`src/rtl/riscv_pkg.sv`:
```
// Shared RV32I decode definitions: opcodes, control encodings, the ID/EX control
// bundle and the immediate extender used by the decode stage.
package riscv_pkg;

    localparam int XLEN  = 32;
    localparam int NREGS = 32;
    localparam int REGW  = 5;

    localparam logic [6:0] OP_LOAD   = 7'b0000011;
    localparam logic [6:0] OP_STORE  = 7'b0100011;
    localparam logic [6:0] OP_RTYPE  = 7'b0110011;
    localparam logic [6:0] OP_ITYPE  = 7'b0010011;
    localparam logic [6:0] OP_BRANCH = 7'b1100011;
    localparam logic [6:0] OP_JAL    = 7'b1101111;

    typedef enum logic [2:0] {
        ALU_ADD = 3'b000,
        ALU_SUB = 3'b001,
        ALU_AND = 3'b010,
        ALU_OR  = 3'b011,
        ALU_SLT = 3'b101
    } aluCtrl_t;

    typedef enum logic [1:0] {
        RES_ALU = 2'b00,
        RES_MEM = 2'b01,
        RES_PC4 = 2'b10
    } resultSrc_t;

    typedef enum logic [1:0] {
        IMM_I = 2'b00,
        IMM_S = 2'b01,
        IMM_B = 2'b10,
        IMM_J = 2'b11
    } immSrc_t;

    typedef struct packed {
        logic       regWrite;
        resultSrc_t resultSrc;
        logic       memWrite;
        logic       jump;
        logic       branch;
        aluCtrl_t   aluControl;
        logic       aluSrc;
        logic       illegal;
    } idExCtrl_t;

    // All formats sign-extend from instr[31]; B and J offsets are halfword aligned.
    function automatic logic [XLEN-1:0] extendImm(input logic [31:0] instr,
                                                  input immSrc_t immSrc);
        logic [XLEN-1:0] imm;
        unique case (immSrc)
            IMM_S:   imm = {{20{instr[31]}}, instr[31:25], instr[11:7]};
            IMM_B:   imm = {{20{instr[31]}}, instr[7], instr[30:25], instr[11:8], 1'b0};
            IMM_J:   imm = {{12{instr[31]}}, instr[19:12], instr[20], instr[30:21], 1'b0};
            default: imm = {{20{instr[31]}}, instr[31:20]};
        endcase
        return imm;
    endfunction

endpackage

```
`src/rtl/regfile_2r1w.sv`:
```
// Architectural register file: two asynchronous reads, one synchronous write,
// x0 hardwired to zero, and write-through bypass so ID sees same-cycle writeback.
module regfile_2r1w
    import riscv_pkg::*;
(
    input  logic            clk,
    input  logic            reset,
    input  logic [REGW-1:0] ra1,
    input  logic [REGW-1:0] ra2,
    output logic [XLEN-1:0] rd1,
    output logic [XLEN-1:0] rd2,
    input  logic            we,
    input  logic [REGW-1:0] wa,
    input  logic [XLEN-1:0] wd
);

    logic [XLEN-1:0] regs [0:NREGS-1];
    logic            writeValid;

    assign writeValid = we && (wa != '0);

    always_ff @(posedge clk or negedge reset) begin
        if (!reset) begin
            for (int i = 0; i < NREGS; i++) begin
                regs[i] <= '0;
            end
        end else if (writeValid) begin
            regs[wa] <= wd;
        end
    end

    // x0 never bypasses, so a discarded write to x0 cannot leak into a read.
    always_comb begin
        rd1 = '0;
        rd2 = '0;
        if (ra1 != '0) rd1 = (writeValid && wa == ra1) ? wd : regs[ra1];
        if (ra2 != '0) rd2 = (writeValid && wa == ra2) ? wd : regs[ra2];
    end

endmodule

```
`src/rtl/idecode_stage.sv`:
```
// RV32I decode stage: control decode, register read, immediate extension and
// the ID/EX pipeline register (flushable to a bubble by the hazard unit).
module idecode_stage
    import riscv_pkg::*;
(
    input  logic            clk,
    input  logic            reset,
    input  logic [31:0]     InstrD,
    input  logic [XLEN-1:0] PCD,
    input  logic [XLEN-1:0] PCPlus4D,
    input  logic            FlushE,
    input  logic            RegWriteW,
    input  logic [REGW-1:0] RdW,
    input  logic [XLEN-1:0] ResultW,
    output logic [REGW-1:0] Rs1D,
    output logic [REGW-1:0] Rs2D,
    output logic            RegWriteE,
    output logic [1:0]      ResultSrcE,
    output logic            MemWriteE,
    output logic            JumpE,
    output logic            BranchE,
    output logic [2:0]      ALUControlE,
    output logic            ALUSrcE,
    output logic            IllegalE,
    output logic [XLEN-1:0] RD1E,
    output logic [XLEN-1:0] RD2E,
    output logic [REGW-1:0] Rs1E,
    output logic [REGW-1:0] Rs2E,
    output logic [REGW-1:0] RdE,
    output logic [XLEN-1:0] ImmExtE,
    output logic [XLEN-1:0] PCE,
    output logic [XLEN-1:0] PCPlus4E
);

    logic [6:0]      opcode;
    logic [2:0]      funct3;
    logic            funct7b5;
    logic [REGW-1:0] rdD;
    logic [XLEN-1:0] rd1D, rd2D, immExtD;
    immSrc_t         immSrcD;
    idExCtrl_t       ctrlD, ctrlE;
    aluCtrl_t        aluOpD;

    assign opcode   = InstrD[6:0];
    assign rdD      = InstrD[11:7];
    assign funct3   = InstrD[14:12];
    assign Rs1D     = InstrD[19:15];
    assign Rs2D     = InstrD[24:20];
    assign funct7b5 = InstrD[30];

    regfile_2r1w uRegfile (
        .clk   (clk),
        .reset (reset),
        .ra1   (Rs1D),
        .ra2   (Rs2D),
        .rd1   (rd1D),
        .rd2   (rd2D),
        .we    (RegWriteW),
        .wa    (RdW),
        .wd    (ResultW)
    );

    // Shared R/I ALU op; funct7[5] only selects sub for R-type, so addi with imm[10] set stays add.
    always_comb begin
        aluOpD = ALU_ADD;
        unique case (funct3)
            3'b000:  aluOpD = (opcode == OP_RTYPE && funct7b5) ? ALU_SUB : ALU_ADD;
            3'b010:  aluOpD = ALU_SLT;
            3'b110:  aluOpD = ALU_OR;
            3'b111:  aluOpD = ALU_AND;
            default: aluOpD = ALU_ADD;
        endcase
    end

    always_comb begin
        ctrlD   = '0;
        immSrcD = IMM_I;
        unique case (opcode)
            OP_LOAD: begin
                ctrlD.regWrite  = 1'b1;
                ctrlD.aluSrc    = 1'b1;
                ctrlD.resultSrc = RES_MEM;
            end
            OP_STORE: begin
                ctrlD.memWrite = 1'b1;
                ctrlD.aluSrc   = 1'b1;
                immSrcD        = IMM_S;
            end
            OP_RTYPE: begin
                ctrlD.regWrite   = 1'b1;
                ctrlD.aluControl = aluOpD;
            end
            OP_ITYPE: begin
                ctrlD.regWrite   = 1'b1;
                ctrlD.aluSrc     = 1'b1;
                ctrlD.aluControl = aluOpD;
            end
            OP_BRANCH: begin
                ctrlD.branch     = 1'b1;
                ctrlD.aluControl = ALU_SUB;
                immSrcD          = IMM_B;
            end
            OP_JAL: begin
                ctrlD.regWrite  = 1'b1;
                ctrlD.jump      = 1'b1;
                ctrlD.resultSrc = RES_PC4;
                immSrcD         = IMM_J;
            end
            default: ctrlD.illegal = 1'b1;
        endcase
    end

    assign immExtD = extendImm(InstrD, immSrcD);

    // A flush loads a full bubble; data fields are cleared too so the bubble is deterministic.
    always_ff @(posedge clk or negedge reset) begin
        if (!reset) begin
            ctrlE    <= '0;
            RD1E     <= '0;
            RD2E     <= '0;
            Rs1E     <= '0;
            Rs2E     <= '0;
            RdE      <= '0;
            ImmExtE  <= '0;
            PCE      <= '0;
            PCPlus4E <= '0;
        end else if (FlushE) begin
            ctrlE    <= '0;
            RD1E     <= '0;
            RD2E     <= '0;
            Rs1E     <= '0;
            Rs2E     <= '0;
            RdE      <= '0;
            ImmExtE  <= '0;
            PCE      <= '0;
            PCPlus4E <= '0;
        end else begin
            ctrlE    <= ctrlD;
            RD1E     <= rd1D;
            RD2E     <= rd2D;
            Rs1E     <= Rs1D;
            Rs2E     <= Rs2D;
            RdE      <= rdD;
            ImmExtE  <= immExtD;
            PCE      <= PCD;
            PCPlus4E <= PCPlus4D;
        end
    end

    assign RegWriteE   = ctrlE.regWrite;
    assign ResultSrcE  = ctrlE.resultSrc;
    assign MemWriteE   = ctrlE.memWrite;
    assign JumpE       = ctrlE.jump;
    assign BranchE     = ctrlE.branch;
    assign ALUControlE = ctrlE.aluControl;
    assign ALUSrcE     = ctrlE.aluSrc;
    assign IllegalE    = ctrlE.illegal;

endmodule

```
`config.mk`:
```
export PLATFORM = sky130hd
export DESIGN_NAME = idecode_stage
export DESIGN_NICKNAME = d
export VERILOG_FILES = /design/src/rtl/riscv_pkg.sv /design/src/rtl/regfile_2r1w.sv /design/src/rtl/idecode_stage.sv
export SDC_FILE = /design/constraint.sdc
export NUM_CORES = 2
export LEC_CHECK = 0
export BUFFER_PORTS_ARGS = -buffer_cell sky130_fd_sc_hd__buf_2
export CAP_MARGIN = 15
export CELL_PAD_IN_SITES_DETAIL_PLACEMENT = 1
export CELL_PAD_IN_SITES_GLOBAL_PLACEMENT = 2
export CORE_MARGIN = 5
export CORE_UTILIZATION = 30
export DETAILED_ROUTE_END_ITERATION = 6
export PLACE_DENSITY = 0.63
export SLEW_MARGIN = 20
export SYNTH_ARGS = -nofsm -noshare
export SYNTH_HDL_FRONTEND = slang
export SYNTH_SLANG_ARGS = --single-unit
```
`constraint.sdc`:
```
create_clock -name clk -period 2.3 [get_ports clk]
set_clock_uncertainty 0.15 [all_clocks]
set_input_delay 0.345 -clock clk [delete_from_list [all_inputs] [get_ports clk]]
set_output_delay 0.345 -clock clk [all_outputs]
set_load 0.05 [all_outputs]
```
Word level (Yosys, flattened, before mapping):

Index checks and enable logic that the tools add are counted.

* input bits: 137
* flip-flop bits (word level): 1210
* output and inout bits: 196
* word-level logic and storage cells: 116

* reductions and logical operators: 13
* equal/unequal tests: 14
* bitwise gates (word level): 3
* muxes and demuxes: 34
* order comparisons: 4

Operators by type and width (number)
* bitwise mux 1024 bit: 1
* two-way mux 32 bit: 14
* binary-select mux 32 bit (select 5 bit): 2
* demux 32 bit (select 5 bit): 1
* case mux 20 bit (3 select lines): 1
* greater-or-equal comparator 6 bit, second input constant: 3
* inverter 5 -> 6 bit: 3
* two-way mux 5 bit: 3
* nonzero test 5 bit: 3
* equality test 7 x 6 -> 1 bit, second input constant: 2
* equality test 7 bit, second input constant: 2
* case mux 3 bit (4 select lines): 1
* two-way mux 11 bit: 1
* equality test 5 bit: 2
* equality test 7 x 2 -> 1 bit, second input constant: 1
* equality test 7 x 5 -> 1 bit, second input constant: 1
* two-way mux 1 bit: 7
* equality test 3 bit, second input constant: 2
* < comparator 6 x 1 -> 1 bit, second input constant: 1
* case mux 2 bit (3 select lines): 1
* case mux 3 bit (2 select lines): 1
* OR reduction 6 bit: 1
* logical AND 1 bit: 5
* equality test 2 bit, second input constant: 2
* other kinds (7): 7

Depth between registers and ports, before layout:

* depth in word-level cells: 7
* depth in mapped cells: 9

By module:

Synthesis repeated with hierarchy kept, for this count alone.

* cell total of the unflattened synthesis: 4329
* area, all modules: 61524.0 µm²

By module, submodules not included
* regfile_2r1w: area an instance 55605.8 µm², cells each 3900, times used 1, seq. area each 25624.6 µm²
* idecode_stage: area an instance 5918.2 µm², cells each 429, times used 1, seq. area each 4354.2 µm²

Least setup slack after synthesis:

OpenSTA, ideal clock, no wires.

* kind: input to register
* start: input port InstrD[16]
* end: register RD1E[10]
* arrival time: 1.863 ns
* library setup time: 0.124 ns
* stages: 7
* buffers on the path: 3
* data required time: 2.026 ns
* path slack: 0.163 ns
* cell sequence: buf_2 > buf_2 > clkbuf_1 > mux4_2 > a22oi_1 > a21oi_1 > a211o_1

* cells in the longest elaborated chain, start to end: 7
* elaborated cells between the ends (all ways): 10
* classes of those cells: 1 x eq/ne; 6 x mux; 1 x bitwise; 2 x reduce/logical

RTL lines
* from (decl): RTL line idecode_stage.sv:8 `input logic [31:0] InstrD,`
* inverter 5 -> 6 bit (not written as such): RTL line regfile_2r1w.sv:36 `if (ra1 != '0) rd1 = (writeValid && wa == ra1) ? wd : regs[ra1];`
* binary-select mux 32 bit (select 5 bit): RTL line regfile_2r1w.sv:36
* two-way mux 32 bit (not written as such) (2 in a row): RTL line regfile_2r1w.sv:36
* two-way mux 32 bit: RTL line regfile_2r1w.sv:36
* two-way mux 32 bit *: RTL line regfile_2r1w.sv:36
* two-way mux 32 bit *: RTL line idecode_stage.sv:127 `end else if (FlushE) begin`
* to (signal assigned): RTL line idecode_stage.sv:139 `RD1E <= rd1D;`
* to (decl): RTL line idecode_stage.sv:25 `output logic [XLEN-1:0] RD1E,`

Every way passes the cells marked *; elsewhere a longest branch is shown, timed or not. The select of a mux whose other input is x is not followed.
A chain may end at the register's enable or synchronous reset.

Worst setup path in the final report:

* start: input port InstrD[18]
* end: register RD1E[24]

Same word-level chain as after synthesis.

==> impl_metrics.env <==
export IMPL_seq_area_frac_synth=0.500
export IMPL_htree_levels=4
export IMPL_cpPeakStageDelay_ns=0.53
export IMPL_hold_class="in -> reg"
export IMPL_status="completed"
export IMPL_power_leakage_uw=0.0331
export IMPL_clk_pin_slew_ns=0.06
export IMPL_via_per_inst=5.49
export IMPL_cp_arrival_ns=2.70
export IMPL_cts_tree="built"
export IMPL_hold_ws_ns=0.0803
export IMPL_finalNetCount=4816
export IMPL_relSlewSlack=0.420
export IMPL_rows=164
export IMPL_max_vdd_ir_drop_mv=0.768
export IMPL_dieArea_mm2=0.209
export IMPL_wire_per_inst_um=31.2
export IMPL_yosys_cell_types_count=48
export IMPL_grt_max_degree=102
export IMPL_setup_viol=0
export IMPL_critical_path_required_ns=2.80
export IMPL_drc=0
export IMPL_drv_cap=0
export IMPL_grt_total_usage=0.219
export IMPL_worstSetupPathType="in -> reg"
export IMPL_syn_area_per_cell_um2=14.8
export IMPL_vias=40900
export IMPL_synth_nets=4199
export IMPL_power_uw=62300
export IMPL_die_h_um=457
export IMPL_crit_top_cell="buf_4"
export IMPL_fillers=20400
export IMPL_area_growth_syn_to_layout_pct=24.3
export IMPL_critPathTopFamily="buffers and inverters"
export IMPL_worstPathMaxFanout=9
export IMPL_cp_cell_sequence="dlygate4sd3_1 -> buf_2 -> xnor2_1 -> nand3_1 -> buf_4 -> o21ai_4 -> buf_4 -> a21oi_1 -> a211o_1"
export IMPL_async_flop_share=1.00
export IMPL_critPathSlowestCell="dlygate4sd3_1"
export IMPL_clk_path_buf_depth=3
export IMPL_layout_common_cells="dfrtp_1, mux2_2, mux4_2"
export IMPL_place_gp_congestion=0.800
export IMPL_clock_latency_ns=0.80
export IMPL_period_share=0.955
export IMPL_ctsRootBufferMaster="clkbuf_16"
export IMPL_syn_area_mm2=0.0600
export IMPL_coreArea_mm2=0.199
export IMPL_cts_buffers=138
export IMPL_grt_antenna_before_repair=19
export IMPL_synth_main_ff_cell="dfrtp_1"
export IMPL_synth_seq_cells=1198
export IMPL_seq_area_mm2=0.0300
export IMPL_initial_core_util=0.301
export IMPL_floorplan_die_width_um=457
export IMPL_syn_inst=4062
export IMPL_tightest_slew_ns=0.863
export IMPL_drive_above_1_share=0.515
export IMPL_fin_crit_ns=2.20
export IMPL_detail_route_antenna_nets=0
export IMPL_end_kind="register"
export IMPL_layout_commonest_cell="dfrtp_1"
export IMPL_worstSetupStartpointType="primary input"
export IMPL_overflow=0
export IMPL_routed_wl_mm=232
export IMPL_pre_cts_slack_ns=-0.311
export IMPL_drv_slew=0
export IMPL_portBuffers=332
export IMPL_first_global_vias=44200
export IMPL_cts_sink_count=1198
export IMPL_multi_input_area_mm2=0.0281
export IMPL_firstDrtPassIters=5
export IMPL_crit_buf_inv=4
export IMPL_yosysWarnings=0
export IMPL_grt_pass1_wl_mm=336
export IMPL_rsz0062_at_grt="false"
export IMPL_synth_edf_count=0
export IMPL_dp_hpwl_mm=154
export IMPL_drtIter0Drc=3140
export IMPL_p_per_area_mw_per_mm2=835
export IMPL_finalHoldViolations=0
export IMPL_cts_repair_resized=0
export IMPL_fmax_ghz=0.455
export IMPL_ios=333
export IMPL_layout_setup_ws_ns=0.103
-- sequential cells by signal, indices dropped and copies added, names as in the netlist --
signal         flops
IllegalE           1
JumpE              1
ALUControlE        3
Rs2E               5
PCE               32
RdE                5
ImmExtE           21
PCPlus4E          32
uRegfile.regs   1024
Rs1E               5
RegWriteE          1
MemWriteE          1
BranchE            1
ALUSrcE            1
RD1E              32
RD2E              32
ResultSrcE         1
-- worst reg2reg max path, stage by stage (launching register included) --
cell     delay (ns)
dfrtp_1        0.41
mux4_2         0.47
a22oi_1        0.23
nand3_1        0.23
o221a_1        0.28
-- cells in the mapped netlist (64+ instances only) --
master / count / share of area
dfrtp_1: 1198 / 0.50
mux2_2: 926 / 0.17
mux4_2: 448 / 0.17
clkbuf_1: 232 / 0.015
mux2i_1: 156 / 0.026
nand2_1: 153 / 0.0096
a22oi_1: 115 / 0.014
buf_2: 94 / 0.0078
nor2b_1: 86 / 0.0090
a21oi_1: 76 / 0.0063
mux2_1: 71 / 0.013
a221oi_1: 64 / 0.0093
-- layout make-up --
class,instances,share of cell area
sequential,1198,0.402
multi-input combinational,2398,0.377
antenna,6,0.000201
clock buffer,198,0.0535
inverter,5,0.000285
tap,2656,0.0446
timing repair buffer,938,0.116
clock inverter,48,0.00641
-- metal layers --
layer  GRT usage  vias to the layer above  part of all wire
li1            -                    16800                 -
met1       0.295                    22500              0.43
met2       0.364                     1351              0.48
met3      0.0347                      332             0.053
met4      0.0684                        0             0.032
met5           0                        -                 0
-- what timing repair did --
action | CTS | global route
hold endpoints to repair | 1172 | 0
hold buffers | 119 | 0
setup buffers | 0 | 0
-- kinds of logic (layout without fill, tap and decap cells) --
group / count (synthesis) / in the layout / synth area share
XOR/XNOR: 10 / 10 / 0.00146
AO/OA/AOI/OAI: 416 / 416 / 0.0508
buffers and inverters: 466 / 1189 / 0.0367
AND/OR/NAND/NOR: 371 / 371 / 0.0302
flip-flops: 1198 / 1198 / 0.500
other: 0 / 6 / 0
multiplexers: 1601 / 1601 / 0.381
-- final timing paths --
check                                       to           startpoint  slack, ns  cells after the start
max                                   RD1E[24]           InstrD[18]       0.10                      9
max in group asynchronous   uRegfile.regs[388]                reset       1.13                      3
min reg2reg                uRegfile.regs[1012]  uRegfile.regs[1012]       0.24                      0
min                         uRegfile.regs[812]          ResultW[12]       0.08                      2
max reg2reg                           RD2E[19]   uRegfile.regs[627]       0.39                      4
min in group asynchronous              Rs1E[1]                reset       0.20                      3
-- stage by stage --
step	TNS (ns)	util	area (µm²)	cells
2_1_floorplan	0	-	60000	4062
3_3_place_gp	-16.53	0.346	68900	7076
3_5_place_dp	-23.95	0.346	68900	7076
4_1_cts	0	0.374	74600	7441
5_1_grt	0	0.374	74600	7445
6_report	0	0.374	74600	7447
-- report_power, final --
part	total, µW	internal (µW)	switching, µW
logic	12600	6980	5630
registers	27500	24700	2760
clock network	22200	12600	9560
total	62300	44300	18000
(Power assumes the default switching activity.)
